### src/rtl/load_store_unit.sv
// load_store_unit
//   Memory stage between execute and write-back. Accepts one load/store request
//   at a time, checks it for alignment/range/opcode faults, drives a single-cycle
//   strobe to a synchronous data memory and returns a response to write-back.
//
// Ports
//   clk, rst_n                      clock (rising edge), async active-low reset
//   req_valid/req_ready             request handshake from execute
//   req_read, req_write             operation (load / store)
//   req_addr, req_wdata             byte address and store data
//   dm_mem_read, dm_mem_write       data-memory strobes (one cycle each)
//   dm_address, dm_write_data       data-memory address / store data
//   dm_read_data                    data-memory read data, one clock after strobe
//   rsp_valid/rsp_ready             response handshake to write-back
//   rsp_data, rsp_err               load data (0 for stores/errors), fault flag
//   stall                           busy indicator, inverse of req_ready
//   cnt_load, cnt_store, cnt_err    saturating 16-bit event counters
//
// state    | meaning
// ---------+-------------------------------------------------------------
// IDLE     | ready for a request
// ISSUE_RD | read strobe to memory, address driven
// CAPTURE  | memory data valid, registered into rsp_data at end of cycle
// ISSUE_WR | write strobe to memory, address and data driven
// RESP     | response held until write-back accepts it

`ifndef WORD
`define WORD 64
`endif

module load_store_unit #(
  parameter int WORD  = `WORD,
  parameter int DEPTH = 32
) (
  input  logic            clk,
  input  logic            rst_n,
  input  logic            req_valid,
  output logic            req_ready,
  input  logic            req_read,
  input  logic            req_write,
  input  logic [WORD-1:0] req_addr,
  input  logic [WORD-1:0] req_wdata,
  output logic            dm_mem_read,
  output logic            dm_mem_write,
  output logic [WORD-1:0] dm_address,
  output logic [WORD-1:0] dm_write_data,
  input  logic [WORD-1:0] dm_read_data,
  output logic            rsp_valid,
  input  logic            rsp_ready,
  output logic [WORD-1:0] rsp_data,
  output logic            rsp_err,
  output logic            stall,
  output logic [15:0]     cnt_load,
  output logic [15:0]     cnt_store,
  output logic [15:0]     cnt_err
);

  typedef enum logic [2:0] {
    IDLE     = 3'd0,
    ISSUE_RD = 3'd1,
    CAPTURE  = 3'd2,
    ISSUE_WR = 3'd3,
    RESP     = 3'd4
  } state_t;

  state_t          state, state_nxt;
  logic [WORD-1:0] addr_q;
  logic [WORD-1:0] wdata_q;
  logic [WORD-1:0] word_idx;
  logic            accept;
  logic            req_err;
  logic            rsp_done;

  function automatic logic [15:0] sat_inc(input logic [15:0] v);
    return (v == 16'hFFFF) ? v : v + 16'd1;
  endfunction

  // Only IDLE drives req_ready, so acceptance and the response handshake can
  // never coincide.
  assign accept   = req_valid && (state == IDLE);
  assign rsp_done = (state == RESP) && rsp_ready;
  assign word_idx = req_addr >> 3;
  assign req_err  = (req_addr[2:0] != 3'b000) ||
                    (word_idx >= WORD'(DEPTH)) ||
                    (req_read && req_write);
  assign stall    = ~req_ready;

  always_ff @(posedge clk or negedge rst_n) begin
    if (!rst_n) state <= IDLE;
    else        state <= state_nxt;
  end

  // Strobes and the memory bus come from the state register only, so a reset
  // mid-access drops them immediately.
  always_comb begin
    state_nxt     = state;
    req_ready     = 1'b0;
    dm_mem_read   = 1'b0;
    dm_mem_write  = 1'b0;
    dm_address    = '0;
    dm_write_data = '0;
    rsp_valid     = 1'b0;
    case (state)
      IDLE: begin
        req_ready = 1'b1;
        if (req_valid) begin
          if (req_err || !(req_read || req_write)) state_nxt = RESP;
          else if (req_read)                       state_nxt = ISSUE_RD;
          else                                     state_nxt = ISSUE_WR;
        end
      end
      ISSUE_RD: begin
        dm_mem_read   = 1'b1;
        dm_address    = addr_q;
        dm_write_data = wdata_q;
        state_nxt     = CAPTURE;
      end
      CAPTURE: begin
        dm_address    = addr_q;
        dm_write_data = wdata_q;
        state_nxt     = RESP;
      end
      ISSUE_WR: begin
        dm_mem_write  = 1'b1;
        dm_address    = addr_q;
        dm_write_data = wdata_q;
        state_nxt     = RESP;
      end
      RESP: begin
        rsp_valid = 1'b1;
        if (rsp_ready) state_nxt = IDLE;
      end
      default: state_nxt = IDLE;
    endcase
  end

  always_ff @(posedge clk or negedge rst_n) begin
    if (!rst_n) begin
      addr_q    <= '0;
      wdata_q   <= '0;
      rsp_data  <= '0;
      rsp_err   <= 1'b0;
      cnt_load  <= '0;
      cnt_store <= '0;
      cnt_err   <= '0;
    end else begin
      if (accept) begin
        addr_q   <= req_addr;
        wdata_q  <= req_wdata;
        rsp_data <= '0;
        rsp_err  <= req_err;
        if (req_err) cnt_err <= sat_inc(cnt_err);
      end
      if (state == CAPTURE) begin
        rsp_data <= dm_read_data;
        cnt_load <= sat_inc(cnt_load);
      end
      if (state == ISSUE_WR) cnt_store <= sat_inc(cnt_store);
      // Clear after the handshake so a stale response never leaks into the
      // next one.
      if (rsp_done) begin
        rsp_data <= '0;
        rsp_err  <= 1'b0;
      end
    end
  end

endmodule
### config.mk
export PLATFORM = sky130hd
export DESIGN_NAME = load_store_unit
export DESIGN_NICKNAME = d
export VERILOG_FILES = /design/src/rtl/load_store_unit.sv
export SDC_FILE = /design/constraint.sdc
export NUM_CORES = 1
export LEC_CHECK = 0
export CAP_MARGIN = 20
export CORE_AREA = 4 4 193 195
export CTS_CLUSTER_SIZE = 30
export DETAILED_ROUTE_END_ITERATION = 8
export DIE_AREA = 0 0 197 199
export GPL_ROUTABILITY_DRIVEN = 0
export PLACE_DENSITY = 0.68
export SYNTH_ARGS = -nofsm -noshare
export SYNTH_HDL_FRONTEND = slang
export SYNTH_SLANG_ARGS = --single-unit
### constraint.sdc
create_clock -name clk -period 1.8 [get_ports clk]
set_input_delay 0.27 -clock clk [delete_from_list [all_inputs] [get_ports clk]]
set_output_delay 0.27 -clock clk [all_outputs]
set_load 0.05 [all_outputs]
==> summary.txt <==
Final layout
  • N_diodes: 0
  • Non-Filler Instances: 2086
  • Nets@finish: 1807
  • # fillers: 3058
  • Core Util, Final: 0.5391
  • Layout cells sized above 1: 0.3557
  • Multi-input gate area: 0.004732 mm2
  • Reg area: 0.006136 mm2
  • Fin area: 0.01908 mm2
  • Synth-to-Final Area Change: 81.61%

Route
  • Vias per cell: 4.620
  • Vias: 9637
  • TritonRoute pass-1 iters: 5
  • Final wirelength: 37.98 mm
  • Routed len/inst: 18.21 um
  • Routed Antenna Nets: 0
  • DRC violations left: 0
  • Initial DRC Count: 390

Logic synthesis
  • #FFs+latches synth: 244
  • Count leader, synth: nand2_1
  • Number of enable flip-flop cells after synthesis: 0
  • Sequential-to-total area share from yosys stat: 0.5811
  • Syn_nets: 1282
  • Syn_area_per_cell: 9.720 um2
  • Largest area contributor in the netlist: dfrtp_1
  • Synth top area cells: dfrtp_1 58%, nand2_1 15%, and2_1 7.7%
  • Syn Inst Count: 1081
  • Post-synth ARST share: 1.000
  • Top cells by count, synth: 408 x nand2_1, 244 x dfrtp_1, 130 x and2_1, 64 x a22o_1, 30 x clkbuf_1
  • YS warnings: 0
  • Mapped cell area: 0.01051 mm2
  • Area share of the largest cell type after synthesis: 0.5811
  • Post-synth cell types: 37
  • Predominant post-synthesis flop cell: dfrtp_1

Global route
  • Total GRT Usage: 0.1811
  • Grt ovf: 0
  • Global-route wire length before repair: 56.97 mm
  • Met3 Use GR: 0.03879
  • Initial antenna violation count: 0
  • Met1 Use GR: 0.2346
  • GRT busiest layer: met2
  • Largest net degree at the start of global routing: 71
  • Vias in the first global route: 9996
  • Met2 usage: 0.3085

Power
  • Internal power: 0.01074 W
  • PwrDens: 775.9 mW/mm2
  • Worst VDD drop: 0.6611 mV
  • Sequential Power Share: 0.444
  • Clock power share: 0.394
  • P_sw: 0.004063 W
  • Combinational share of power: 0.162
  • Lkg Pwr: 9.264 nW
  • Sw Share: 0.2744

Setup path
  • Worst path arrival time: 1.90 ns
  • Critical Path End Type: output port
  • Critical path class: flip-flop to output port
  • Startpoint Class: flip-flop
  • Worst Path Max Fanout: 10
  • Required @ worst endpoint: 1.53 ns

STA
  • Final setup viols: 231
  • Slew Viols, Final: 0
  • Worst slew pin tran: 0.5369 ns
  • Setup TNS: -45.39 ns
  • Hold slack final: 0.2643 ns
  • Max_slew headroom: 0.6435
  • Fmax: 0.4610 GHz
  • Final period utilization: 1.205
  • Endpoints failing hold: 0
  • Final setup margin: -0.3691 ns
  • RSZ-0062 raised after global routing: true
  • Clock Skew: 0.006360 ns
  • Period minus WS final: 2.169 ns

Placement
  • IO Port Bufs: 443
  • Placed cell areas: 0.01750 mm2
  • Placed cells: 2009
  • HPWL Detailed: 28.32 mm

Clock tree
  • CTS HTree Levels: 1
  • Clock buffer depth: 3
  • CTS buffer count: 29
  • Clock Latency Late Sink: 0.54 ns
  • Root buffer cell: clkbuf_16
  • CTS tree: yes
  • CTS Sinks: 244
  • Clock-pin slew on the worst setup and hold paths: 0.06 ns

Floorplan
  • Core area: 0.03540 mm2
  • Die area: 0.03920 mm2
  • Initial Utilization: 0.2969
  • Die Y: 199 um
  • Io pins: 444
  • Row Count: 69
  • Die X: 197 um

Job
  • Max capacitance violation total: 0

Run status
  • Status: finished, violations left
  • Failing checks: negative setup slack

Hold path
  • Hold Crit Class: primary input to flip-flop
==> path summary, 6_finish.rpt <==
check / from / endpoint / slack, ns / cells past startpoint
worst max-delay path: state[2]$_DFFE_PN0P_ / dm_write_data[3] / -0.37 / 6
worst max register to register: state[2]$_DFFE_PN0P_ / cnt_err[10]$_DFFE_PN0P_ / -0.16 / 8
max in group asynchronous: rst_n / rsp_data[17]$_DFFE_PN0P_ / 0.93 / 3
min in group asynchronous: rst_n / cnt_store[10]$_DFFE_PN0P_ / 0.27 / 2
worst min register to register: addr_q[40]$_DFFE_PN0P_ / addr_q[40]$_DFFE_PN0P_ / 0.46 / 2
worst min-delay path: req_wdata[24] / wdata_q[24]$_DFFE_PN0P_ / 0.26 / 3
==> state kept, by name, summed over array words and instances (netlist names) <==
name / count
cnt_store: 16
wdata_q: 64
addr_q: 64
cnt_load: 16
state: 3
cnt_err: 16
rsp_err: 1
rsp_data: 64
==> critical path, cell delays in order (launching register included) <==
cell	delay [ns]
dfrtp_1	0.39
buf_6	0.13
nor2_4	0.15
buf_12	0.19
buf_6	0.16
and2_1	0.18
buf_12	0.15
==> cells by family (layout without fill, tap and decap cells) <==
| kind of cell | Yosys count | count (layout) | synth area share |
|---|---|---|---|
| AO/OA/AOI/OAI | 68 | 68 | 0.05835 |
| adder cells (fa/ha/maj) | 3 | 3 | 0.003573 |
| buffers and inverters | 68 | 612 | 0.02775 |
| flip-flops | 244 | 244 | 0.5811 |
| AND/OR/NAND/NOR | 651 | 651 | 0.2896 |
| XOR/XNOR | 45 | 45 | 0.03751 |
| multiplexers | 2 | 2 | 0.002143 |
==> cell usage in the layout (no fill, tap or decap), types with 10 or more instances in the layout <==
cell type / instances
xnor2_1: 21
buf_12: 147
a22o_1: 64
buf_6: 20
nor4_1: 10
nand3_1: 10
clkbuf_16: 30
nand4_1: 21
and2_2: 46
dlygate4sd2_1: 37
and2_4: 83
xor2_1: 23
dfrtp_2: 24
nand2_1: 403
clkdlybuf4s50_1: 196
dfrtp_1: 220
nor4_2: 10
buf_4: 151
==> routing by layer <==
| layer | wire length [um] | part of all wire | vias to the layer above |
|---|---|---|---|
| met5 | 0 | 0 | - |
| met4 | 1040 | 0.027 | 0 |
| met3 | 2485 | 0.065 | 67 |
| met2 | 18610 | 0.49 | 318 |
| met1 | 15850 | 0.42 | 4669 |
| li1 | - | - | 4583 |
==> metrics by stage <==
step           setup WS [ns]  power, W
2_1_floorplan       -0.06508  0.007674
3_3_place_gp         -0.9131  0.008855
3_5_place_dp         -0.8431  0.008949
4_1_cts              -0.4095   0.01498
5_1_grt              -0.4352   0.01554
6_report             -0.3691   0.01481
==> final cells by class <==
class	instances	area share
Tap cell	461	0.03023
Multi-Input combinational cell	769	0.2480
Timing Repair Buffer	555	0.3493
Inverter	7	0.001508
Clock buffer	38	0.04137
Clock inverter	12	0.008130
Sequential cell	244	0.3215
==> repair_timing <==
action | in CTS | in global routing
buffers inserted | 14 | 12
endpoints found under the hold margin | 43 | 0
pin swaps | 18 | 19
hold buffers | 1 | 0
resized for setup | 123 | 71
gates cloned | 1 | 2
setup endpoints to repair | 191 | 239
==> power groups by stage <==
| stage | Sequential [W] | Combinational [W] | Clock (W) |
|---|---|---|---|
| 5_1_grt | 0.00665 | 0.00265 | 0.00624 |
| 2_1_floorplan | 0.00678 | 0.000892 | 0 |
| 4_1_cts | 0.00655 | 0.00242 | 0.00601 |
| 3_3_place_gp | 0.00659 | 0.00226 | 0 |
| 3_5_place_dp | 0.00663 | 0.00232 | 0 |
| 6_report | 0.00657 | 0.00240 | 0.00584 |
Note: power is estimated with default switching activity, not from simulation.
